<file path="src/rtl/multicycle_controller_pkg.sv">
// Shared encodings for the multicycle controller: opcodes, FSM states,
// immediate/ALU select codes and the default bus timeout.
package multicycle_controller_pkg;

  typedef enum logic [2:0] {
    ST_IDLE    = 3'd0,
    ST_FETCH   = 3'd1,
    ST_DECODE  = 3'd2,
    ST_EXECUTE = 3'd3,
    ST_MEM     = 3'd4,
    ST_WB      = 3'd5,
    ST_FAULT   = 3'd6
  } state_t;

  localparam logic [6:0] OP_R     = 7'b0110011;
  localparam logic [6:0] OP_LOAD  = 7'b0000011;
  localparam logic [6:0] OP_STORE = 7'b0100011;
  localparam logic [6:0] OP_BEQ   = 7'b1100011;

  localparam logic [1:0] IMM_I = 2'b00;
  localparam logic [1:0] IMM_S = 2'b01;
  localparam logic [1:0] IMM_B = 2'b10;

  localparam logic [1:0] ALU_ADD   = 2'b00;
  localparam logic [1:0] ALU_SUB   = 2'b01;
  localparam logic [1:0] ALU_FUNCT = 2'b10;

  localparam int TIMEOUT_DEFAULT = 255;

  // True for the four opcodes this controller knows how to sequence.
  function automatic logic is_legal(input logic [6:0] op);
    return (op == OP_R) || (op == OP_LOAD) || (op == OP_STORE) || (op == OP_BEQ);
  endfunction

endpackage

</file>
<file path="src/rtl/multicycle_controller_bus_wait_timer.sv">
// Counts consecutive cycles a bus request goes unanswered and flags the
// cycle whose increment would reach TIMEOUT_CYCLES.
module bus_wait_timer #(
  parameter int TIMEOUT_CYCLES = 255
) (
  input  logic clk,
  input  logic reset,
  input  logic count_en,
  input  logic clear,
  output logic expired
);

  logic [7:0] count_q;

  // expired is combinational so the FSM can leave on the same edge that
  // would have made the count equal to TIMEOUT_CYCLES.
  assign expired = count_en && (count_q == 8'(TIMEOUT_CYCLES - 1));

  // Wait counter: clear has priority over counting.
  always_ff @(posedge clk or posedge reset) begin
    if (reset) begin
      count_q <= 8'd0;
    end else if (clear) begin
      count_q <= 8'd0;
    end else if (count_en) begin
      count_q <= count_q + 8'd1;
    end
  end

endmodule

</file>
<file path="src/rtl/multicycle_controller.sv">
// Multicycle control FSM: fetch / decode / execute / memory / writeback
// sequencing for R, LOAD, STORE and BEQ, with a bus-wait timeout that
// drops into a sticky FAULT state.
//
// Bus handshake: bus_req is held high for every cycle the controller wants
// the bus (FETCH and MEM). The transfer completes in the cycle where
// bus_req=1 and bus_ready=1; bus_ready is ignored while bus_req=0.
module multicycle_controller
  import multicycle_controller_pkg::*;
#(
  parameter int TIMEOUT_CYCLES = TIMEOUT_DEFAULT
) (
  input  logic        clk,
  input  logic        reset,
  input  logic [6:0]  opcode,
  input  logic        zero,
  input  logic        bus_ready,
  output logic        bus_req,
  output logic        bus_we,
  output logic        bus_sel_data,
  output logic        ir_write,
  output logic        pc_write,
  output logic        pc_src,
  output logic [1:0]  ImmSel,
  output logic [1:0]  aluOP,
  output logic        aluSrc,
  output logic        reg_write_en,
  output logic        MemtoReg,
  output logic [2:0]  state,
  output logic        fault,
  output logic [31:0] instret
);

  state_t      state_q, state_d;
  logic [6:0]  op_q;
  logic        in_bus_state;
  logic        wait_count_en;
  logic        wait_clear;
  logic        wait_expired;
  logic [1:0]  dec_imm_sel;
  logic [1:0]  dec_alu_op;
  logic        dec_alu_src;

  assign state = state_q;

  // Bus states derived from the state register only, so the timer does not
  // depend on the next-state logic it feeds.
  assign in_bus_state  = (state_q == ST_FETCH) || (state_q == ST_MEM);
  assign wait_count_en = in_bus_state && !bus_ready;
  // FETCH/MEM are only ever left by an acknowledge or a timeout.
  assign wait_clear    = bus_ready || wait_expired || !in_bus_state;

  bus_wait_timer #(
    .TIMEOUT_CYCLES(TIMEOUT_CYCLES)
  ) u_wait_timer (
    .clk      (clk),
    .reset    (reset),
    .count_en (wait_count_en),
    .clear    (wait_clear),
    .expired  (wait_expired)
  );

  // State register.
  always_ff @(posedge clk or posedge reset) begin
    if (reset) begin
      state_q <= ST_IDLE;
    end else begin
      state_q <= state_d;
    end
  end

  // Opcode latch, captured during DECODE and used through WB.
  always_ff @(posedge clk or posedge reset) begin
    if (reset) begin
      op_q <= 7'd0;
    end else if (state_q == ST_DECODE) begin
      op_q <= opcode;
    end
  end

  // Retired-instruction counter: one per return to FETCH from a later stage.
  always_ff @(posedge clk or posedge reset) begin
    if (reset) begin
      instret <= 32'd0;
    end else if ((state_d == ST_FETCH) &&
                 ((state_q == ST_EXECUTE) || (state_q == ST_MEM) || (state_q == ST_WB))) begin
      instret <= instret + 32'd1;
    end
  end

  // ALU/immediate controls implied by the latched opcode.
  always_comb begin
    dec_imm_sel = IMM_I;
    dec_alu_op  = ALU_ADD;
    dec_alu_src = 1'b0;
    case (op_q)
      OP_R:     begin dec_alu_op = ALU_FUNCT; dec_alu_src = 1'b0; dec_imm_sel = IMM_I; end
      OP_LOAD:  begin dec_alu_op = ALU_ADD;   dec_alu_src = 1'b1; dec_imm_sel = IMM_I; end
      OP_STORE: begin dec_alu_op = ALU_ADD;   dec_alu_src = 1'b1; dec_imm_sel = IMM_S; end
      OP_BEQ:   begin dec_alu_op = ALU_SUB;   dec_alu_src = 1'b0; dec_imm_sel = IMM_B; end
      default:  begin dec_alu_op = ALU_ADD;   dec_alu_src = 1'b0; dec_imm_sel = IMM_I; end
    endcase
  end

  // Next-state and per-state outputs; everything not driven by a state is 0.
  always_comb begin
    state_d      = state_q;
    bus_req      = 1'b0;
    bus_we       = 1'b0;
    bus_sel_data = 1'b0;
    ir_write     = 1'b0;
    pc_write     = 1'b0;
    pc_src       = 1'b0;
    ImmSel       = IMM_I;
    aluOP        = ALU_ADD;
    aluSrc       = 1'b0;
    reg_write_en = 1'b0;
    MemtoReg     = 1'b0;
    fault        = 1'b0;
    case (state_q)
      ST_IDLE: begin
        state_d = ST_FETCH;
      end
      ST_FETCH: begin
        bus_req = 1'b1;
        if (bus_ready) begin
          ir_write = 1'b1;
          pc_write = 1'b1;
          state_d  = ST_DECODE;
        end else if (wait_expired) begin
          state_d = ST_FAULT;
        end
      end
      ST_DECODE: begin
        state_d = is_legal(opcode) ? ST_EXECUTE : ST_FAULT;
      end
      ST_EXECUTE: begin
        ImmSel = dec_imm_sel;
        aluOP  = dec_alu_op;
        aluSrc = dec_alu_src;
        case (op_q)
          OP_R:              state_d = ST_WB;
          OP_LOAD, OP_STORE: state_d = ST_MEM;
          OP_BEQ: begin
            state_d  = ST_FETCH;
            pc_write = zero;
            pc_src   = zero;
          end
          default:           state_d = ST_FAULT;
        endcase
      end
      ST_MEM: begin
        bus_req      = 1'b1;
        bus_sel_data = 1'b1;
        bus_we       = (op_q == OP_STORE);
        ImmSel       = dec_imm_sel;
        aluOP        = dec_alu_op;
        aluSrc       = dec_alu_src;
        if (bus_ready) begin
          state_d = (op_q == OP_LOAD) ? ST_WB : ST_FETCH;
        end else if (wait_expired) begin
          state_d = ST_FAULT;
        end
      end
      ST_WB: begin
        reg_write_en = 1'b1;
        MemtoReg     = (op_q == OP_LOAD);
        state_d      = ST_FETCH;
      end
      ST_FAULT: begin
        fault = 1'b1;
      end
      default: begin
        state_d = ST_FAULT;
      end
    endcase
  end

endmodule

</file>
<file path="config.mk">
export PLATFORM = sky130hd
export DESIGN_NAME = multicycle_controller
export DESIGN_NICKNAME = d
export VERILOG_FILES = /design/src/rtl/multicycle_controller_pkg.sv /design/src/rtl/multicycle_controller_bus_wait_timer.sv /design/src/rtl/multicycle_controller.sv
export SDC_FILE = /design/constraint.sdc
export NUM_CORES = 1
export LEC_CHECK = 0
export CORE_ASPECT_RATIO = 0.9
export CORE_UTILIZATION = 55
export CTS_BUF_LIST = sky130_fd_sc_hd__clkbuf_8
export DETAILED_ROUTE_END_ITERATION = 12
export DONT_BUFFER_PORTS = 1
export PLACE_DENSITY_LB_ADDON = 0.05
export REMOVE_ABC_BUFFERS = 1
export SETUP_SLACK_MARGIN = 0.02
export SYNTH_ARGS = -nofsm -noshare
export SYNTH_HDL_FRONTEND = slang
export SYNTH_SLANG_ARGS = --single-unit
</file>
<file path="constraint.sdc">
create_clock -name clk -period 2.2 [get_ports clk]
set_clock_uncertainty 0.1 [all_clocks]
set_input_delay 0.44 -clock clk [delete_from_list [all_inputs] [get_ports clk]]
set_output_delay 0.44 -clock clk [all_outputs]
set_load 0.01 [all_outputs]
</file>
==> impl_metrics.json, run 1 <==
{
  "outcome": "completed",
  "placed_cells": 335,
  "slowest_delay_ns": 0.39,
  "reg2regPathDepth": 7,
  "final_net_count": 298,
  "seq_area_frac_synth": 0.483,
  "io_pins": 60,
  "p_leak_nw": 1.24,
  "cp_top_family": "simple AND/OR/NAND/NOR gates",
  "fillers": 402,
  "grt_first_pass_wirelength_um": 8730,
  "fin_area_sq_um": 2940,
  "fin_crit_sh": 0.943,
  "num_antenna_cells": 0,
  "synthCells": 259,
  "tightest_slew_ns": 0.534,
  "die_width_um": 74.3,
  "wl_um": 5260,
  "place.gp.congestion": 0.825,
  "chipHeight_um": 67.1,
  "vdd_drop_max_v": 0.000404,
  "synthesis.area_sq_um": 2590,
  "endpoint_kind": "output port",
  "cts.sinks": 50,
  "antenna_found_initial": 0,
  "htree_levels": 2,
  "worstPathArrival_ns": 1.53,
  "cts_buffers": 5,
  "ys_seq_elements": 50,
  "rows": 23,
  "via_count": 1938,
  "yosys.area.top_type_share": 0.483,
  "rsz0062_at_grt": "false",
  "ys_top_cells_by_count": "50 x dfrtp_1, 32 x xnor2_1, 27 x nand2_1, 23 x nor2_1, 19 x nand4_1",
  "slowest_stage": "dfrtp_1",
  "tns_ns": 0,
  "dp_hpwl_um": 4010,
  "grt_max_degree": 27,
  "dpl-instance-area_sq_um": 2790,
  "finalNonFillerCells": 347,
  "clk_pin_slew_worst_paths_ns": 0.09,
  "crit_end": "pc_write",
  "worstPathBufferInverterCount": 0,
  "synth_area_leader_cell": "dfrtp_1",
  "finalSetupViolations": 0,
  "setup_ws_ns": 0.125,
  "core_region_area_sq_um": 4490,
  "avgViaCountPerCell": 5.59,
  "drt-pass1-iter-count": 4,
  "ys_top_cells_by_area": "dfrtp_1 48%, xnor2_1 11%, nand4_1 4.6%",
  "hold_path.class": "input port to flop",
  "timing.rr.end": "instret[14]",
  "maxCapViolCount": 0,
  "yosysWarnings": 0,
  "async_reset_ff_frac": 1.00,
  "port_buffers": 0,
  "multi_input_area_sq_um": 1270,
  "avgSynthCellArea_sq_um": 10.0,
  "synth_cell_types": 45,
  "fin_hold_ws_ns": 0.186,
  "crit_required_ns": 1.66,
  "root_buffer": "clkbuf_8",
  "drive_gt1_frac": 0.196,
  "rr_startpoint": "op_q[2]",
  "crit_chain": "and4bb_2 -> nand3_2 -> nor2_1 -> or2_2",
  "maxSlewHeadroom": 0.643,
  "crit_type": "flop to output port",
  "rrSetupSlack_ns": 0.15,
  "cts_buffer_depth": 2,
  "maxSlewViolCount": 0,
  "synth_edf_count": 0,
  "finalPower_mw": 2.85,
  "wl_per_cell_um": 15.2,
  "synthFlopType": "dfrtp_1",
  "grt_pass1_vias": 1907,
  "cp-start-kind": "flop",
  "fmax_ghz": 0.482,
  "finalHoldViolations": 0,
  "fin_util": 0.654,
  "hold_start": "opcode[0]",
  "die_area_sq_um": 4990,
  "initial_utilization": 0.577,
  "drc": 0,
  "register_area_sq_um": 1250,
  "crit_cells": 4,
  "powerDensity_nw_per_um2": 971,
  "cts_tree": "built",
  "clock_latency_ns": 0.30,
  "yosysMostFrequentCell": "dfrtp_1",
  "globalRouteOverflowTotal": 0,
  "min_period_ns": 2.07,
  "drtIter0Drc": 92,
  "crit_fanout": 4,
  "critPathLaunch": "op_q[2]",
  "antenna_left": 0,
  "grt_usage": 0.236,
  "area_growth_pct": 13.4,
  "dpl_worst_slack_ns": -0.0250
}
final cells by class:
cell class                 instances  area share
multi-input combinational        194       0.434
sequential                        50       0.427
timing repair buffer              25      0.0660
tap                               62      0.0264
clock buffer                       5      0.0234
clock inverter                     3      0.0136
inverter                           8      0.0102
layout by cell type, fill, tap and decap left out, types with 8 or more instances in the layout:
cell and count:
and3_1 8, buf_4 23, dfrtp_1 49, mux2_2 8, nand2_1 27, nand3_1 15
nand4_1 19, nor2_1 21, nor3_1 11, xnor2_1 32
routing by layer:
metal | vias up | track usage | part of all wire
li1 | 950 | - | -
met5 | - | 0 | 0
met2 | 50 | 0.381 | 0.46
met3 | 8 | 0.0741 | 0.068
met1 | 930 | 0.295 | 0.46
met4 | 0 | 0.0849 | 0.013
worst register-to-register path: stages, from the launching register on:
cell,delay (ns)
dfrtp_1,0.39
and4bb_2,0.33
nand3_2,0.12
a221o_2,0.42
nor3_4,0.15
buf_6,0.14
nand4_1,0.13
xnor2_1,0.16
logic make-up (layout without fill, tap and decap cells):
group / after synthesis / in the layout / synth area share
buffers and inverters: 15 / 41 / 0.0266
adders and majority gates: 3 / 3 / 0.0145
DFF: 50 / 50 / 0.483
xor gates and xnor gates: 37 / 37 / 0.125
muxes: 8 / 8 / 0.0348
AOI/OAI and AO/OA: 16 / 16 / 0.0464
and+or+nand+nor: 130 / 130 / 0.269
worst min-delay path by stage:
stage / end / cells after the start
global route: op_q[6] / 1
CTS: op_q[0] / 1
finish: op_q[0] / 1
floorplan: op_q[0] / 1
global placement: u_wait_timer.count_q[3] / 1
detailed placement: u_wait_timer.count_q[3] / 1
what timing repair did:
item,4_1_cts,5_1_grt
hold buffers,1,0
resized for setup,1,5
endpoints found under the setup margin,12,19
hold endpoints to repair,24,0
setup buffers,2,1
pin swaps,2,4
sequential cells by signal (all words and copies together), names as in the netlist:
name,cells
state,3
u_wait_timer.count_q,8
instret,32
op_q,7
report_power, final:
part           switching [mW]  total (mW)  leakage [nW]  internal (mW)
Combinational           0.551       0.977         0.523          0.426
Sequential              0.176        1.24         0.663           1.07
Clock                   0.297       0.632        0.0579          0.335
No activity file was read; power rests on OpenSTA's default activity.
==> run 2: changes to the inputs <==
--- a/config.mk
+++ b/config.mk
@@ -6,4 +6,5 @@
 export NUM_CORES = 1
 export LEC_CHECK = 0
+export ABC_AREA = 1
 export CORE_ASPECT_RATIO = 0.9
 export CORE_UTILIZATION = 55
==> constraint.sdc (replaced) <==
create_clock -name clk -period 2.2 [get_ports clk]
set_clock_uncertainty 0.1 [all_clocks]
set_input_delay 0.44 -clock clk [delete_from_list [all_inputs] [get_ports clk]]
set_output_delay 0.44 -clock clk [all_outputs]
set_load 0.1 [all_outputs]
==> impl_metrics.json, run 2 <==
{
  "outcome": "finished with violations",
  "violations": "DRC",
  "cts_buffer_depth": 2,
  "hold_path.class": "input port to flop",
  "via_count": 3461,
  "core_region_area_sq_um": 5760,
  "worstPathBufferInverterCount": 3,
  "tightest_slew_ns": 0.399,
  "yosysWarnings": 0,
  "slowest_stage": "dfrtp_1",
  "seq_area_frac_synth": 0.377,
  "register_area_sq_um": 1250,
  "powerDensity_nw_per_um2": 356,
  "mostFrequentLayoutCells": "190 x nand2_1, 60 x nor2_1, 55 x buf_4, 49 x dfrtp_1, 35 x inv_1",
  "synthCells": 486,
  "async_reset_ff_frac": 1.00,
  "largestRegisters": "instret x32, u_wait_timer.count_q x8, op_q x7",
  "switching_share": 0.242,
  "ys_top_cells_by_area": "dfrtp_1 38%, nand2_1 22%, nor2_1 7.2%",
  "grt_first_pass_wirelength_um": 13800,
  "p_clk_frac": 0.381,
  "dpl_worst_slack_ns": 0.192,
  "ys_seq_elements": 50,
  "worstPathArrival_ns": 1.65,
  "p_int_mw": 1.16,
  "endpoint_kind": "output port",
  "yosys.area.top_type_share": 0.377,
  "avgViaCountPerCell": 5.53,
  "grt_max_degree": 51,
  "io_pins": 60,
  "area_growth_pct": 29.5,
  "cp_top_family": "buffers and inverters",
  "cp-start-kind": "flop",
  "clk_pin_slew_worst_paths_ns": 0.11,
  "fillers": 442,
  "cts.sinks": 50,
  "hold_start": "opcode[1]",
  "chipHeight_um": 75.7,
  "crit_fanout": 4,
  "avgSynthCellArea_sq_um": 6.84,
  "finalSetupViolations": 0,
  "dp_hpwl_um": 6130,
  "fmax_ghz": 0.457,
  "clock_latency_ns": 0.32,
  "drtIter0Drc": 240,
  "crit_required_ns": 1.66,
  "ys_top_cells_by_count": "194 x nand2_1, 64 x nor2_1, 50 x dfrtp_1, 38 x inv_1, 33 x nand4_1",
  "finalHoldViolations": 0,
  "slowest_delay_ns": 0.44,
  "synth_edf_count": 0,
  "fin_util": 0.747,
  "p_leak_nw": 2.09,
  "drive_gt1_frac": 0.214,
  "p_switching_mw": 0.369,
  "antenna_left": 0,
  "largest_register_ffs": 32,
  "synthFlopType": "dfrtp_1",
  "synth_area_leader_cell": "dfrtp_1",
  "yosysMostFrequentCell": "nand2_1",
  "fin_area_sq_um": 4300,
  "finalPower_mw": 1.53,
  "synth_cell_types": 29,
  "wl_um": 8980,
  "rr_startpoint": "state[1]",
  "setup_ws_ns": 0.00991,
  "die_width_um": 83.9,
  "drt-pass1-iter-count": 9,
  "antenna_found_initial": 0,
  "fin_crit_sh": 0.995,
  "grt_pass1_vias": 3134,
  "dpl-instance-area_sq_um": 3950,
  "place.gp.congestion": 0.899,
  "min_period_ns": 2.19,
  "vdd_drop_max_v": 0.000298,
  "final_net_count": 569,
  "p_comb_frac": 0.019,
  "rsz0062_at_grt": "true",
  "grt_usage": 0.274,
  "maxCapViolCount": 0,
  "die_area_sq_um": 6360,
  "globalRouteOverflowTotal": 0,
  "synthesis.area_sq_um": 3320,
  "final_common_cell": "nand2_1",
  "wl_per_cell_um": 14.3,
  "rows": 26,
  "multi_input_area_sq_um": 1910,
  "cts_tree": "built",
  "cts_buffers": 5,
  "maxSlewViolCount": 0,
  "drc": 12,
  "crit_chain": "buf_4 -> nand3_1 -> inv_1 -> nand2_1 -> o21ai_2 -> buf_12",
  "port_buffers": 0,
  "critPathLaunch": "state[1]",
  "num_antenna_cells": 0,
  "power_frac_seq": 0.600,
  "largest-register": "instret",
  "htree_levels": 2,
  "maxSlewHeadroom": 0.733,
  "initial_utilization": 0.577,
  "crit_type": "flop to output port",
  "root_buffer": "clkbuf_8"
}
==> run 2: changes by cell type in the layout (fill, tap and decap cells not counted), moves of 9 or more <==
cell      before  now
nand2_1       27  190
nand3b_1       1   11
inv_1          6   35
xnor2_1       32    5
nand4_1       19   33
nand2_2        0    9
buf_4         23   55
buf_12         0   11
nor2_1        21   60
==> run 2: power groups by stage <==
stage          registers [mW]  clock network (mW)  logic (mW)
2_1_floorplan           0.936                   0      0.0178
3_3_place_gp            0.936                   0      0.0281
3_5_place_dp            0.936                   0      0.0285
4_1_cts                 0.918               0.595      0.0302
5_1_grt                 0.918               0.616      0.0345
6_report                0.918               0.583      0.0288
==> run 2: per-layer routing <==
layer / wire length [um] / share of wire / track usage
met5: 0 / 0 / 0
met1: 3770 / 0.42 / 0.338
met3: 644 / 0.072 / 0.0498
met4: 162 / 0.018 / 0.0996
met2: 4410 / 0.49 / 0.494
==> run 2: what timing repair did <==
| action | 4_1_cts | 5_1_grt |
|---|---|---|
| hold buffers | 1 | 0 |
| setup buffers | 3 | 11 |
| resized for setup | 4 | 22 |
| pin swaps | 1 | 12 |
| gates cloned | 0 | 3 |
| endpoints found under the setup margin | 7 | 37 |
| endpoints found under the hold margin | 50 | 0 |
==> run 2: area by class of cell <==
class	instances	share of cell area
clock buffers	5	0.0160
multi-input cells	381	0.443
well taps	70	0.0204
flip-flops and latches	50	0.291
clock inverters	3	0.00611
inverters	42	0.0372
repair buffers	75	0.186
==> run 2: worst reg2reg max path, stage by stage, from the launching register on <==
cell and delay, ns:
dfrtp_1 0.44, buf_4 0.16, buf_6 0.18, nand3_1 0.13
nand2_1 0.09, nor2_1 0.11, o21ai_1 0.11, nor2_4 0.15
buf_4 0.19, nand3_2 0.23, nand2_1 0.13, nand2_1 0.05
==> run 2: through the flow <==
| step | TNS, ns | hold WS [ns] | std cells |
|---|---|---|---|
| 2_1_floorplan | -53.58 | 0.332 | 470 |
| 3_3_place_gp | 0 | 0.291 | 600 |
| 3_5_place_dp | 0 | 0.292 | 600 |
| 4_1_cts | 0 | 0.137 | 612 |
| 5_1_grt | -0.705 | 0.154 | 626 |
| 6_report | 0 | 0.142 | 626 |
==> run 2: kinds of logic after synthesis <==
family / Yosys count / share of synthesized area
fa+ha+maj: 3 / 0.0113
buf+inv: 58 / 0.0866
flops: 50 / 0.377
simple gates: 346 / 0.461
xor+xnor: 17 / 0.0448
compound gates: 12 / 0.0196
==> run 2: worst paths after layout <==
check                           cells past startpoint                 endpoint  slack [ns]
worst min-delay path                                2                  op_q[1]        0.14
worst max register to register                     11              instret[25]        0.02
min in group asynchronous                           3  u_wait_timer.count_q[2]        0.50
max in group asynchronous                           3                 state[2]        1.25
worst max-delay path                                6                 pc_write        0.01
worst min register to register                      1  u_wait_timer.count_q[0]        0.38
